### config.mk
export PLATFORM = sky130hd
export DESIGN_NAME = uart_tx_cfg_flat
export DESIGN_NICKNAME = d
export VERILOG_FILES = /design/src/rtl/uart_tx_cfg_if.sv /design/src/rtl/uart_tx_cfg.sv /design/src/flat_wrapper.sv
export SDC_FILE = /design/constraint.sdc
export NUM_CORES = 1
export LEC_CHECK = 0
export CORE_MARGIN = 2
export CORE_UTILIZATION = 50
export DETAILED_ROUTE_END_ITERATION = 12
export PLACE_DENSITY_LB_ADDON = 0.12
export SLEW_MARGIN = 20
export SYNTH_ARGS = -nofsm -noshare
export SYNTH_HDL_FRONTEND = slang
export SYNTH_SLANG_ARGS = --single-unit
### constraint.sdc
create_clock -name clk -period 3.96 [get_ports clk]
set_clock_uncertainty 0.1 [all_clocks]
set_input_delay 0.396 -clock clk [delete_from_list [all_inputs] [get_ports clk]]
set_output_delay 0.396 -clock clk [all_outputs]
set_load 0.01 [all_outputs]
### src/rtl/uart_tx_cfg_if.sv
// Push-side handshake between the peripheral register block and the transmitter FIFO.
interface uart_tx_cfg_if #(
  parameter int unsigned DATA_BITS = 8
);
  logic [DATA_BITS-1:0] tx_data;
  logic                 tx_valid;
  logic                 tx_ready;

  modport master (output tx_data, output tx_valid, input tx_ready);
  modport slave  (input tx_data, input tx_valid, output tx_ready);
endinterface

### src/rtl/uart_tx_cfg.sv
// Buffered UART transmitter with runtime parity / stop-bit selection and a clock-enable baud counter.
module uart_tx_cfg #(
  parameter int unsigned CLOCK_FREQ = 50000000,
  parameter int unsigned BAUD_RATE  = 9600,
  parameter int unsigned DATA_BITS  = 8,
  parameter int unsigned FIFO_DEPTH = 4
) (
  input  logic                        clk,
  input  logic                        rst_n,
  uart_tx_cfg_if.slave                bus,
  input  logic                        parity_en,
  input  logic                        parity_odd,
  input  logic                        two_stop,
  output logic                        busy,
  output logic                        txdone,
  output logic [$clog2(FIFO_DEPTH):0] fifo_level,
  output logic                        tx
);

  localparam int unsigned DIV = CLOCK_FREQ / BAUD_RATE;
  localparam int unsigned CW  = (DIV < 2) ? 1 : $clog2(DIV);
  localparam int unsigned AW  = $clog2(FIFO_DEPTH);
  localparam int unsigned LW  = AW + 1;
  localparam int unsigned BW  = $clog2(DATA_BITS);

  // Elaboration-time parameter legality
  if (DIV < 2) begin : g_bad_div
    $error("uart_tx_cfg: CLOCK_FREQ / BAUD_RATE must be at least 2");
  end
  if (DATA_BITS < 5 || DATA_BITS > 9) begin : g_bad_bits
    $error("uart_tx_cfg: DATA_BITS must be within 5..9");
  end
  if (FIFO_DEPTH < 2 || (FIFO_DEPTH & (FIFO_DEPTH - 1)) != 0) begin : g_bad_depth
    $error("uart_tx_cfg: FIFO_DEPTH must be a power of two and at least 2");
  end

  typedef enum logic [2:0] {
    S_IDLE,
    S_START,
    S_DATA,
    S_PARITY,
    S_STOP
  } state_t;

  state_t               state, state_nx;
  logic [CW-1:0]        cnt, cnt_nx;
  logic [BW-1:0]        bit_idx, bit_idx_nx;
  logic                 stop_idx, stop_idx_nx;
  logic [DATA_BITS-1:0] shift, shift_nx;
  logic                 par_en_q, par_en_nx;
  logic                 par_bit_q, par_bit_nx;
  logic                 two_stop_q, two_stop_nx;
  logic                 tx_nx, done_nx, busy_nx;

  logic [DATA_BITS-1:0] mem [FIFO_DEPTH];
  logic [AW-1:0]        wr_ptr, rd_ptr;
  logic [LW-1:0]        level_nx;
  logic [DATA_BITS-1:0] head;
  logic                 push, pop, has_data;
  logic                 bit_end, last_data, last_stop, frame_end;

  assign head      = mem[rd_ptr];
  assign has_data  = (fifo_level != '0);
  assign push      = bus.tx_valid && bus.tx_ready;
  assign bit_end   = (cnt == CW'(DIV - 1));
  assign last_data = (bit_idx == BW'(DATA_BITS - 1));
  assign last_stop = (stop_idx == two_stop_q);
  assign frame_end = (state == S_STOP) && bit_end && last_stop;
  // A frame starts from IDLE or directly from the last stop bit when data is waiting
  assign pop       = has_data && ((state == S_IDLE) || frame_end);
  assign level_nx  = fifo_level + LW'(push) - LW'(pop);

  // FIFO storage; no reset needed since occupancy is tracked by the pointers
  always_ff @(posedge clk) begin
    if (push) mem[wr_ptr] <= bus.tx_data;
  end

  // FIFO pointers, occupancy and registered ready
  always_ff @(posedge clk or negedge rst_n) begin
    if (!rst_n) begin
      wr_ptr       <= '0;
      rd_ptr       <= '0;
      fifo_level   <= '0;
      bus.tx_ready <= 1'b1;
    end else begin
      if (push) wr_ptr <= wr_ptr + AW'(1);
      if (pop)  rd_ptr <= rd_ptr + AW'(1);
      fifo_level   <= level_nx;
      bus.tx_ready <= (level_nx != LW'(FIFO_DEPTH));
    end
  end

  // State register
  always_ff @(posedge clk or negedge rst_n) begin
    if (!rst_n) state <= S_IDLE;
    else        state <= state_nx;
  end

  // Next-state logic
  always_comb begin
    state_nx = state;
    case (state)
      S_IDLE:   if (pop) state_nx = S_START;
      S_START:  if (bit_end) state_nx = S_DATA;
      S_DATA:   if (bit_end && last_data) state_nx = par_en_q ? S_PARITY : S_STOP;
      S_PARITY: if (bit_end) state_nx = S_STOP;
      S_STOP:   if (frame_end) state_nx = pop ? S_START : S_IDLE;
      default:  state_nx = S_IDLE;
    endcase
  end

  // Output / datapath next values; tx only moves on bit-period boundaries
  always_comb begin
    cnt_nx      = ((state == S_IDLE) || bit_end) ? '0 : cnt + CW'(1);
    tx_nx       = tx;
    shift_nx    = shift;
    bit_idx_nx  = bit_idx;
    stop_idx_nx = stop_idx;
    par_en_nx   = par_en_q;
    par_bit_nx  = par_bit_q;
    two_stop_nx = two_stop_q;
    done_nx     = 1'b0;
    busy_nx     = (state_nx != S_IDLE);
    case (state)
      S_START: if (bit_end) tx_nx = shift[0];
      S_DATA: begin
        if (bit_end) begin
          if (last_data) begin
            tx_nx = par_en_q ? par_bit_q : 1'b1;
          end else begin
            tx_nx      = shift[1];
            shift_nx   = shift >> 1;
            bit_idx_nx = bit_idx + BW'(1);
          end
        end
      end
      S_PARITY: if (bit_end) tx_nx = 1'b1;
      S_STOP: begin
        if (bit_end && !last_stop) stop_idx_nx = 1'b1;
        if (frame_end) begin
          done_nx = 1'b1;
          tx_nx   = 1'b1;
        end
      end
      default: ;
    endcase
    // Frame start: load payload and freeze the line configuration for this frame
    if (pop) begin
      shift_nx    = head;
      par_en_nx   = parity_en;
      par_bit_nx  = (^head) ^ parity_odd;
      two_stop_nx = two_stop;
      bit_idx_nx  = '0;
      stop_idx_nx = 1'b0;
      tx_nx       = 1'b0;
      cnt_nx      = '0;
    end
  end

  // Datapath and registered outputs
  always_ff @(posedge clk or negedge rst_n) begin
    if (!rst_n) begin
      cnt        <= '0;
      bit_idx    <= '0;
      stop_idx   <= 1'b0;
      shift      <= '0;
      par_en_q   <= 1'b0;
      par_bit_q  <= 1'b0;
      two_stop_q <= 1'b0;
      tx         <= 1'b1;
      txdone     <= 1'b0;
      busy       <= 1'b0;
    end else begin
      cnt        <= cnt_nx;
      bit_idx    <= bit_idx_nx;
      stop_idx   <= stop_idx_nx;
      shift      <= shift_nx;
      par_en_q   <= par_en_nx;
      par_bit_q  <= par_bit_nx;
      two_stop_q <= two_stop_nx;
      tx         <= tx_nx;
      txdone     <= done_nx;
      busy       <= busy_nx;
    end
  end

endmodule

### src/flat_wrapper.sv
// flat-port wrapper written by rule: the top's interface ports become plain ports
module uart_tx_cfg_flat 
#(
  parameter int unsigned CLOCK_FREQ = 50000000,
  parameter int unsigned BAUD_RATE  = 9600,
  parameter int unsigned DATA_BITS  = 8,
  parameter int unsigned FIFO_DEPTH = 4
)
  (clk, rst_n, parity_en, parity_odd, two_stop, busy, txdone, fifo_level, tx, bus_tx_data, bus_tx_valid, bus_tx_ready);
  uart_tx_cfg_if #(.DATA_BITS(DATA_BITS)) bus_i ();
  input  logic clk;
  input  logic rst_n;
  input  logic parity_en;
  input  logic parity_odd;
  input  logic two_stop;
  output logic busy;
  output logic txdone;
  output logic [$clog2(FIFO_DEPTH):0] fifo_level;
  output logic tx;
  input wire logic [$bits(bus_i.tx_data)-1:0] bus_tx_data;
  input wire logic [$bits(bus_i.tx_valid)-1:0] bus_tx_valid;
  output wire logic [$bits(bus_i.tx_ready)-1:0] bus_tx_ready;
  assign bus_i.tx_data = bus_tx_data;
  assign bus_i.tx_valid = bus_tx_valid;
  assign bus_tx_ready = bus_i.tx_ready;
  uart_tx_cfg #(.CLOCK_FREQ(CLOCK_FREQ), .BAUD_RATE(BAUD_RATE), .DATA_BITS(DATA_BITS), .FIFO_DEPTH(FIFO_DEPTH)) u_core (.clk(clk), .rst_n(rst_n), .bus(bus_i), .parity_en(parity_en), .parity_odd(parity_odd), .two_stop(two_stop), .busy(busy), .txdone(txdone), .fifo_level(fifo_level), .tx(tx));
endmodule
Word level (Yosys, flattened, before mapping)
Memories as Yosys holds them, arrays and structs flattened.
Cells that the tools add are included.
{ "totals": {"reg_bits": 42, "ramBits": 32, "input_bits": 14, "word_cells": 90, "memories": 1} }
{ "mem_list": {"columns": ["name", "words", "width", "rd", "rd_ports_with_merged_regs", "write_ports", "line_no", "source"], "rows": [
  ["u_core.mem", 4, 8, 1, 0, 1, "uart_tx_cfg.sv:55", "logic [DATA_BITS-1:0] mem [FIFO_DEPTH];"]
]} }
{ "op_classes": {"add_sub_neg": 6, "eq_ne": 13, "n_mux": 33, "n_bitwise": 1, "n_reduce_logical": 21} }
{ "ops": {"columns": ["cell", "count"], "rows": [
  ["2-to-1 mux 8 bit", 4],
  ["2-to-1 mux 3 bit", 10],
  ["2-to-1 mux 13 bit", 2],
  ["2-to-1 mux 1 bit", 15],
  ["one-hot mux 3 bit (5 select lines)", 1],
  ["adder 13 x 1 -> 13 bit, second input constant", 1],
  ["== test 13 bit, second input constant", 1],
  ["inequality test 3 x 1 -> 1 bit, second input constant", 4],
  ["nonzero test 2 bit", 4],
  ["XOR reduction 8 bit", 1],
  ["== test 3 x 2 -> 1 bit, second input constant", 2],
  ["== test 3 bit, second input constant", 2],
  ["logical AND 1 bit", 6],
  ["nonzero test 3 bit", 2],
  ["AND reduction 5 bit", 1],
  ["nonzero test 5 bit", 1],
  ["adder 2 x 1 -> 2 bit, second input constant", 2],
  ["one-hot mux 1 bit (4 select lines)", 1],
  ["adder 3 x 1 -> 3 bit", 1],
  ["adder 3 x 1 -> 3 bit, second input constant", 1],
  ["== test 3 x 1 -> 1 bit, second input constant", 1],
  ["zero test 3 bit", 1],
  ["inequality test 3 bit, second input constant", 1],
  ["AND reduction 3 bit", 1],
  ["7 further kinds", 8]
]} }

Logic depth before layout (Yosys ltp)
Gate-level depths: netlist of run 1.
{ "logic_depth": {"depth_word": 9, "depth_mapped": 15} }

Worst setup path after synthesis of run 1
Ideal clock, no wire load.
{ "synth_path": {"path_kind": "flip-flop to flip-flop", "from": "register u_core.cnt[0]", "to": "register u_core.bus.tx_ready", "setup_ns": 0.085, "arrival_ns": 2.903, "required_ns": 3.775, "slack_ns": 0.872, "stages_incl_launch_ff": 16, "n_path_buf": 2, "synth_period_minus_slack_ns": 3.088, "path_cell_list": "dfrtp_1 -> ha_1 -> and4b_1 -> nand3_4 -> nor2_1 -> o21a_1 -> buf_2 -> buf_2 -> ha_1 -> inv_1 -> ha_1 -> inv_1 -> fa_1 -> xnor2_1 -> xnor2_1 -> nand3b_1"} }
{ "synth_between": {"elab_chain_cells": 7} }
{ "synth_lines": {"columns": ["item", "line_no", "source"], "rows": [
  ["start, declared", "uart_tx_cfg.sv:46", "logic [CW-1:0] cnt, cnt_nx;"],
  ["start signal, assigned", "uart_tx_cfg.sv:174", "cnt <= cnt_nx;"],
  ["== test 13 bit", "uart_tx_cfg.sv:65", "assign bit_end = (cnt == CW'(DIV - 1));"],
  ["logical AND 1 bit (2 in a row)", "uart_tx_cfg.sv:68", "assign frame_end = (state == S_STOP) && bit_end && last_stop;"],
  ["logical OR 1 bit", "uart_tx_cfg.sv:70", "assign pop = has_data && ((state == S_IDLE) || frame_end);"],
  ["logical AND 1 bit", "uart_tx_cfg.sv:70", null],
  ["subtractor 3 x 1 -> 3 bit", "uart_tx_cfg.sv:71", "assign level_nx = fifo_level + LW'(push) - LW'(pop);"],
  ["net u_core.level_nx[2]", "uart_tx_cfg.sv:57", "logic [LW-1:0] level_nx;"],
  ["inequality test 3 bit", "uart_tx_cfg.sv:89", "bus.tx_ready <= (level_nx != LW'(FIFO_DEPTH));"],
  ["end signal, assigned", "uart_tx_cfg.sv:89", null],
  ["end, declared", "uart_tx_cfg_if.sv:10", "modport slave (input tx_data, input tx_valid, output tx_ready);"]
]} }
The timed path passes the listed nets, and every way through them passes these cells.
A chain may end at the register's enable or synchronous reset.

Final worst setup path of run 1
Same ends and word-level chain as after synthesis.

==> flow_summary.toml, run 1 <==
[outcome]
run_status = "finished, final reports clean"

[clocking]
numCtsBuffers = 9
post_cts_buffers = 0
tritoncts = "yes"
clk_root_buffer_cell = "clkbuf_8"
cts_hold_buffers = 0
cts-root-to-sink-buffers = 2
clk-insertion-delay-late_ns = 0.36
clock_sinks = 74
clock_tree.htree_level_count = 3
clk_pin_slew_worst_paths_ns = 0.08
cts_repair_resize_count = 0

[yosys]
synth.yosys.warnings = 0
synth_seq_area_share = 0.601
netlist_area_mm2 = 0.00335
synthArstFlopShare = 0.568
synth-edff-count = 32
synthFlopType = "dfrtp_1"
synthCells = 236
netlist-cell-type-count = 42
seq_cells_post_synth = 74
avgSynthCellArea_um2 = 14.2
synthesis.nets = 260

[timing]
timing.final.setup_violations = 0
max_freq_mhz = 339
tightest_slew_ns = 0.914
unrepaired_setup_endpoints_after_global_routing = "false"
drv_slew = 0
timing.setup.tns_ns = 0
maxSlewHeadroom = 0.391
hold_fails_final_rpt = 0
finalCriticalPeriod_ns = 2.95
fin_crit_sh = 0.745

[final_layout]
layout-drive-gt1-share = 0.191
diode_insertion_count_for_antenna_repair = 0
syn_to_final_growth_pct = 13.3
area.sequential_mm2 = 0.00201
nets = 286
layout.core_utilization = 0.592
multi_input_area_mm2 = 0.00126
fill_cells = 519

[floorplan]
die_h_um = 85.9
die-width_um = 85.9
floorplan.initialDensity = 0.522
core_area_mm2 = 0.00642
design.die.area_mm2 = 0.00738
ios = 21
floorplan.rows = 29

[drt]
final_antenna_net_count = 0
detailedRoute.firstPassIterationCount = 5
drt-initial-drc-count = 109
wire_per_inst_um = 15.7
viasPerCell = 5.51
wirelength_um = 5420
detail_route.drc_violations = 0
overall_via_count_from_detail_route = 1897

[setup_path]
critPathMaxFanout = 10
worst_path_cell_with_the_longest_stage_delay = "dfrtp_1"
timing.critical_path.cells = "ha_1 > and4b_1 > nand3_4 > nor2_1 > o21a_1 > ha_1 > inv_1 > ha_1 > inv_1 > fa_1 > xnor2_1 > xnor2_1 > nand3b_1"
worst_r2r_start = "u_core.cnt[0]"
worstSetupEndpointType = "flop"
critical_path_arrival_ns = 3.13
worst_setup_path_startpoint = "u_core.cnt[0]"
max_stage_delay_ns = 0.39
critPathCapture = "u_core.bus.tx_ready"
worst_path_buf_inv = 2
r2r_slack_ns = 1.01
critical_path_cell_count = 13
crit_top_cell = "ha_1"
worst_ep_required_time_ns = 4.14
crit-reg2reg-capture = "u_core.bus.tx_ready"
criticalPathCategory = "reg2reg"
reg2regPathDepth = 13
start_kind = "flop"
path_delay_family = "adder cells"

[power]
max-vdd-ir-drop_mv = 0.331
static-leakage-power_uw = 0.00159
fraction_of_power_consumed_by_sequential_logic = 0.463
switching_share = 0.319
clock_power_share = 0.210
pwr_cell_area_mw_per_mm2 = 662
switching_power_uw = 804
intPower_uw = 1710
power.combinational.fraction = 0.327

[grt]
global_route_wire_length_before_repair_um = 9150
first_global_vias = 1845
antenna_violations_before_repair = 0
groute.usage.overall = 0.168
largest_net_degree_at_the_start_of_global_routing = 43
grt-ovfl-total = 0

[placed_design]
estimated_wirelength_of_the_detail_placed_design_um = 3690
numPortBuffers = 20
final_gp_congestion = 0.791

[run]
maxCapViolations = 0

[min_path]
worstHoldPathType = "in2async"
## cell type report
| class | count | share of cell area |
|---|---|---|
| Sequential cell | 74 | 0.530 |
| Multi-Input combinational cell | 144 | 0.332 |
| Timing Repair Buffer | 22 | 0.0553 |
| Clock buffer | 9 | 0.0326 |
| Tap cell | 77 | 0.0254 |
| Clock inverter | 7 | 0.0142 |
| Inverter | 11 | 0.0109 |
## sequential cells by signal, indices dropped and copies added (netlist names)
name,count
u_core.busy,1
u_core.shift,8
u_core.cnt,13
u_core.two_stop_q,1
u_core.bit_idx,3
u_core.stop_idx,1
u_core.txdone,1
u_core.par_en_q,1
u_core.bus.tx_ready,1
u_core.fifo_level,3
u_core.par_bit_q,1
u_core.tx,1
u_core.wr_ptr,2
u_core.state,3
u_core.rd_ptr,2
u_core.mem,32
## power groups by stage
| stage | combinational, uW | sequential, uW | clock (uW) |
|---|---|---|---|
| finish | 822 | 1160 | 529 |
| global route | 906 | 1200 | 577 |
| CTS | 835 | 1170 | 543 |
| detailed placement | 827 | 1190 | 0 |
| global placement | 819 | 1180 | 0 |
| floorplan | 677 | 1110 | 0 |
## logic make-up (layout without fill, tap and decap cells)
kind of cell / count (synthesis) / after routing / share of synthesized area
flip-flops: 74 / 74 / 0.601
AND/OR/NAND/NOR: 62 / 62 / 0.103
multiplexers: 29 / 29 / 0.129
XOR/XNOR: 25 / 25 / 0.0694
AO/OA/AOI/OAI: 18 / 18 / 0.0343
buffers and inverters: 18 / 49 / 0.0235
adder cells (fa/ha/maj): 10 / 10 / 0.0396
## metal layers
metal  global-route usage  part of all wire
met2                0.245              0.46
met5                    0                 0
met3               0.0472             0.035
met4               0.0866             0.020
met1                0.231              0.49
## worst min path at each step
stage / slack (ns) / start / endpoint
after floorplan: 0.0004 / rst_n / u_core.bit_idx[0]
after CTS: 0.11 / rst_n / u_core.cnt[10]
after global routing: 0.15 / rst_n / u_core.cnt[6]
after global placement: 0.37 / u_core.cnt[0] / u_core.cnt[0]
after detailed placement: 0.38 / u_core.cnt[0] / u_core.cnt[0]
final: 0.07 / rst_n / u_core.cnt[10]
## cells in the mapped netlist (5+ instances only)
cell type | count | share of area
ha_1 | 9 | 0.034
xor2_1 | 10 | 0.026
mux2_2 | 11 | 0.037
and3_1 | 8 | 0.015
xnor2_1 | 14 | 0.037
mux4_2 | 8 | 0.054
inv_1 | 11 | 0.012
mux2_4 | 6 | 0.027
dfrtp_1 | 40 | 0.30
o21ai_0 | 5 | 0.0075
edfxtp_1 | 32 | 0.29
nand2_1 | 9 | 0.010
nor2_1 | 25 | 0.028
a21oi_1 | 5 | 0.0075
## per-stage QoR
step	cells	hold slack, ns	cell area, um^2	setup slack [ns]	total power (uW)
6_report	344	0.0660	3800	1.01	2520
5_1_grt	344	0.147	3800	0.709	2680
4_1_cts	344	0.106	3800	0.978	2550
3_5_place_dp	328	0.380	3620	1.04	2010
3_3_place_gp	328	0.366	3620	1.12	2000
2_1_floorplan	236	0.000409	3350	0.872	1790
## cell usage in the layout (no fill, tap or decap), types with 2 or more instances in the layout
| master | count |
|---|---|
| clkdlybuf4s50_1 | 19 |
| mux2_2 | 11 |
| o21ai_0 | 5 |
| o32ai_1 | 2 |
| buf_4 | 2 |
| nand3_1 | 4 |
| a21oi_1 | 5 |
| inv_1 | 11 |
| clkbuf_8 | 9 |
| inv_6 | 2 |
| dfrtp_1 | 40 |
| and3_1 | 8 |
| nor2_1 | 25 |
| nand2_1 | 9 |
| edfxtp_1 | 32 |
| mux4_2 | 8 |
| dfstp_2 | 2 |
| ha_1 | 9 |
| mux2i_1 | 4 |
| xor2_1 | 10 |
| o21bai_1 | 2 |
| xnor2_1 | 14 |
| nand4_1 | 3 |
| clkinvlp_4 | 3 |
| mux2_4 | 6 |
Power figures use the tool's default switching activity.
==> inputs of run 2 (changes only) <==
- clock period: 3.96 -> 2.84 ns (I/O delays scaled with it)
==> run 2 against run 1 <==
Net effect: largest cell class unchanged; routed wire length down 0.33%; register-to-register slack worse by 0.86 ns; worst hold slack better by 0.30 ns; combinational power up 44%; clock power up 73%; setup slack worse by 0.86 ns; the flow now finishes with violations (design-rule violations); utilization up 1.7 points; first-iteration DRC count up 11%; critical endpoint unchanged.
==> flow_summary.toml, run 2 (same netlist as run 1, synthesis figures left out) <==
[setup_path]
path_delay_family = "adder cells"
worst_path_buf_inv = 2
worst_path_cell_with_the_longest_stage_delay = "dfrtp_1"
start_kind = "flop"
timing.critical_path.cells = "ha_2 > and4b_2 > nand3_4 > nor2_4 > o21a_1 > ha_1 > inv_1 > ha_1 > inv_1 > fa_2 > xnor2_1 > xnor2_1 > nand3b_1"
critPathMaxFanout = 5
worst_ep_required_time_ns = 3.00
criticalPathCategory = "reg2reg"
worstSetupEndpointType = "flop"
critical_path_cell_count = 13
reg2regPathDepth = 13
max_stage_delay_ns = 0.41
critical_path_arrival_ns = 2.86

[clocking]
clock_tree.htree_level_count = 3
numCtsBuffers = 9
clk-insertion-delay-late_ns = 0.34
tritoncts = "yes"
clk_pin_slew_worst_paths_ns = 0.08
clock_sinks = 74
cts-root-to-sink-buffers = 2
clk_root_buffer_cell = "clkbuf_8"

[drt]
overall_via_count_from_detail_route = 1850
wirelength_um = 5400
detailedRoute.firstPassIterationCount = 8
viasPerCell = 5.29
final_antenna_net_count = 0
wire_per_inst_um = 15.4
detail_route.drc_violations = 1
drt-initial-drc-count = 121

[final_layout]
most-common-layout-cells = "dfrtp_1 (40), edfxtp_1 (32), nor2_1 (24)"
syn_to_final_growth_pct = 16.5
diode_insertion_count_for_antenna_repair = 0
largest_register_ff_count = 32
top_registers = "u_core.mem (32), u_core.cnt (13), u_core.shift (8)"
layout-drive-gt1-share = 0.220
nets = 292
mostFrequentLayoutCell = "dfrtp_1"
multi_input_area_mm2 = 0.00127
max_flop_register = "u_core.mem"
fill_cells = 514
area.sequential_mm2 = 0.00201

[floorplan]
die_h_um = 85.9
core_area_mm2 = 0.00642
ios = 21
floorplan.initialDensity = 0.522
die-width_um = 85.9
floorplan.rows = 29
design.die.area_mm2 = 0.00738

[min_path]
worstHoldPathType = "reg2reg"
min_path_cells = 1

[timing]
finalCriticalPeriod_ns = 2.69
timing.setup.tns_ns = 0
timing.final.setup_violations = 0
drv_slew = 0
max_freq_mhz = 371
tightest_slew_ns = 0.924
unrepaired_setup_endpoints_after_global_routing = "false"
hold_fails_final_rpt = 0
worst_slack_ns = 0.145
fin_crit_sh = 0.949
maxSlewHeadroom = 0.384

[grt]
largest_net_degree_at_the_start_of_global_routing = 43
first_global_vias = 1800
antenna_violations_before_repair = 0
grt-ovfl-total = 0
global_route_wire_length_before_repair_um = 9130
groute.usage.overall = 0.168

[outcome]
run_status = "finished with violations"
failed_checks = "design-rule violations"

[placed_design]
numPortBuffers = 20
final_gp_congestion = 0.740
estimated_wirelength_of_the_detail_placed_design_um = 3730
dpl_worst_slack_ns = 0.0913

[power]
power_uw = 3700
pwr_cell_area_mw_per_mm2 = 948
max-vdd-ir-drop_mv = 0.421
static-leakage-power_uw = 0.00164

[run]
maxCapViolations = 0
-- run 2: power breakdown --
group | switching [uW] | internal [uW]
Clock | 412 | 501
Combinational | 485 | 697
Sequential | 213 | 1400
-- run 2: final cells by class --
class                      count  area share
tap                           77      0.0247
multi-input combinational    144       0.326
clock buffer                   9      0.0317
clock inverter                 7      0.0253
inverter                      11      0.0106
sequential                    74       0.516
timing repair buffer          28      0.0660
-- run 2: path summary, 6_finish.rpt --
path | start | end | slack [ns]
worst max-delay path | u_core.cnt[1] | u_core.bus.tx_ready | 0.15
worst min-delay path | u_core.cnt[0] | u_core.cnt[0] | 0.36
worst max register to register | u_core.cnt[1] | u_core.bus.tx_ready | 0.15
worst min register to register | u_core.cnt[0] | u_core.cnt[0] | 0.36
max in group asynchronous | rst_n | u_core.state[0] | 1.55
min in group asynchronous | rst_n | u_core.cnt[7] | 0.51
-- run 2: timing repair --
action                                  in CTS  in global routing
hold buffers                                 1                  0
hold endpoints to repair                     5                  0
buffers inserted                             0                  1
endpoints found under the setup margin       0                  1
gates resized for setup                      0                  1
-- run 2: metal layers --
layer  share of wire  up-vias  GRT usage  wire, um
met4           0.012        0     0.0649        63
met5               0        -          0         0
met3           0.030        5     0.0520       163
met2            0.47       25      0.235      2520
met1            0.49      903      0.247      2650
li1                -      917          -         -
-- run 2: metrics by stage --
stage | hold slack, ns | instance area (um^2) | std cells | utilization
5_1_grt | 0.382 | 3910 | 350 | 0.608
3_3_place_gp | 0.367 | 3660 | 332 | 0.571
2_1_floorplan | -0.112 | 3380 | 236 | -
4_1_cts | 0.396 | 3900 | 349 | 0.607
6_report | 0.361 | 3910 | 350 | 0.608
3_5_place_dp | 0.384 | 3660 | 332 | 0.571
==> inputs of run 3 (changes only) <==
- CORE_UTILIZATION: 50 -> 40
==> run 3 against run 2 <==
Net effect: the run ends with negative hold slack left; maximum frequency grew 0.28%; via count down 0.16%; die area up 24%; power rose by 1.6%; count of clock-buffer cells in the layout unchanged; global-route usage decreased by 2.7 points; sequential share of layout area is 0.54 points lower; clock power rose by 1%; design area grew 1.1%; cell count grew 7.7%; first-iteration DRC count decreased by 42%; sequential power is essentially flat.
==> flow_summary.toml, run 3 (same netlist as run 1, synthesis figures left out) <==
[outcome]
run_status = "finished with violations"
failed_checks = "negative hold slack"

[drt]
detail_route.drc_violations = 0
drt-initial-drc-count = 70
wirelength_um = 5690
viasPerCell = 4.90
final_antenna_net_count = 0
overall_via_count_from_detail_route = 1847
detailedRoute.firstPassIterationCount = 4
wire_per_inst_um = 15.1

[power]
max-vdd-ir-drop_mv = 0.435
pwr_cell_area_mw_per_mm2 = 953
static-leakage-power_uw = 0.00165
power_uw = 3760

[final_layout]
layout-drive-gt1-share = 0.232
mostFrequentLayoutCell = "dfrtp_1"
fill_cells = 730
syn_to_final_growth_pct = 17.8
nets = 291
most-common-layout-cells = "dfrtp_1 (39), edfxtp_1 (32), nor2_1 (24)"
diode_insertion_count_for_antenna_repair = 0
max_flop_register = "u_core.mem"
top_registers = "u_core.mem (32), u_core.cnt (13), u_core.shift (8)"
largest_register_ff_count = 32

[grt]
groute.usage.overall = 0.141
antenna_violations_before_repair = 0
largest_net_degree_at_the_start_of_global_routing = 43
global_route_wire_length_before_repair_um = 9310
first_global_vias = 1810
grt-ovfl-total = 0

[timing]
worst_hold_slack_ns = -0.0324
maxSlewHeadroom = 0.376
unrepaired_setup_endpoints_after_global_routing = "false"
fin_crit_sh = 0.946
finalCriticalPeriod_ns = 2.69
drv_slew = 0
timing.setup.tns_ns = 0
tightest_slew_ns = 0.936
timing.final.setup_violations = 0
hold_fails_final_rpt = 40
max_freq_mhz = 372

[setup_path]
reg2regPathDepth = 13
max_stage_delay_ns = 0.40
critical_path_arrival_ns = 2.86
crit-reg2reg-capture = "u_core.bus.tx_ready"
worst_path_cell_with_the_longest_stage_delay = "dfrtp_1"
timing.critical_path.cells = "ha_2 > and4b_2 > nand3_4 > nor2_4 > o21a_1 > ha_1 > inv_1 > ha_1 > inv_1 > fa_2 > xnor2_2 > xnor2_2 > nand3b_1"
worstSetupEndpointType = "flop"
worst_r2r_start = "u_core.cnt[1]"
critPathMaxFanout = 3
r2r_slack_ns = 0.15
worst_ep_required_time_ns = 3.01
start_kind = "flop"
criticalPathCategory = "reg2reg"
worst_setup_path_startpoint = "u_core.cnt[1]"
worst_path_buf_inv = 2
path_delay_family = "adder cells"

[clocking]
clock_sinks = 74
numCtsBuffers = 9
clk_root_buffer_cell = "clkbuf_8"
cts-root-to-sink-buffers = 2
clk-insertion-delay-late_ns = 0.35
clock_tree.htree_level_count = 3
tritoncts = "yes"
clk_pin_slew_worst_paths_ns = 0.09
cts_hold_buffers = 0

[floorplan]
die-width_um = 95.6
ios = 21
design.die.area_mm2 = 0.00913
die_h_um = 95.6
floorplan.rows = 33
floorplan.initialDensity = 0.410
core_area_mm2 = 0.00818

[placed_design]
final_gp_congestion = 0.740
estimated_wirelength_of_the_detail_placed_design_um = 3790
numPortBuffers = 20

[min_path]
worstHoldPathType = "in2async"

[run]
maxCapViolations = 0
[run 3: changes by cell type in the layout (fill, tap and decap cells not counted), sizes merged]
cell	change
dlygate4sd3	-1
[run 3: per-stage QoR]
stage	hold slack [ns]	utilization	area, um^2	std cells	setup WS [ns]
final	-0.0324	0.483	3950	377	0.153
after global routing	0.0344	0.483	3950	377	0.00152
after CTS	0.00890	0.480	3930	376	0.164
after detailed placement	0.386	0.453	3700	360	0.182
after global placement	0.368	0.453	3700	360	0.252
after floorplan	-0.112	-	3380	236	0.00673
[run 3: worst max-delay path by stage]
stage                     cells after the start                  end  slack [ns]
after CTS                                    13  u_core.bus.tx_ready        0.16
after floorplan                              15  u_core.bus.tx_ready       0.007
final                                        13  u_core.bus.tx_ready        0.15
after detailed placement                     13  u_core.bus.tx_ready        0.18
after global placement                       13  u_core.bus.tx_ready        0.25
after global routing                         12  u_core.bus.tx_ready       0.002
[run 3: area by class of cell]
type,count,area [um^2],area share
flip-flops and latches,74,2020,0.510
multi-input cells,144,1290,0.326
repair buffers,27,248,0.0627
well taps,105,131,0.0333
clock buffers,9,124,0.0314
clock inverters,7,101,0.0257
inverters,11,41.3,0.0105
[run 3: power breakdown]
group / internal [uW] / switching (uW) / leakage (uW)
clock: 504 / 422 / 0.000112
combinational: 724 / 513 / 0.000722
sequential: 1400 / 203 / 0.000814
[run 3: what timing repair did]
item,in CTS,in global routing
hold endpoints to repair,0,0
endpoints found under the setup margin,0,1
resized for setup,0,4
setup buffers,0,1
[run 3: routing by layer]
metal	vias to the layer above	part of all wire	GRT usage	routed length [um]
li1	907	-	-	-
met1	906	0.49	0.189	2790
met2	27	0.47	0.209	2650
met3	7	0.028	0.0356	157
met4	0	0.017	0.0750	99
met5	-	0	0	0
[run 3: worst reg2reg max path, stage by stage, from the launching register on]
cell and delay (ns):
dfrtp_1 0.40, ha_2 0.21, and4b_2 0.25, nand3_4 0.10
nor2_4 0.04, o21a_1 0.20, ha_1 0.27, inv_1 0.06
ha_1 0.13, inv_1 0.05, fa_2 0.35, xnor2_2 0.21
xnor2_2 0.15, nand3b_1 0.10
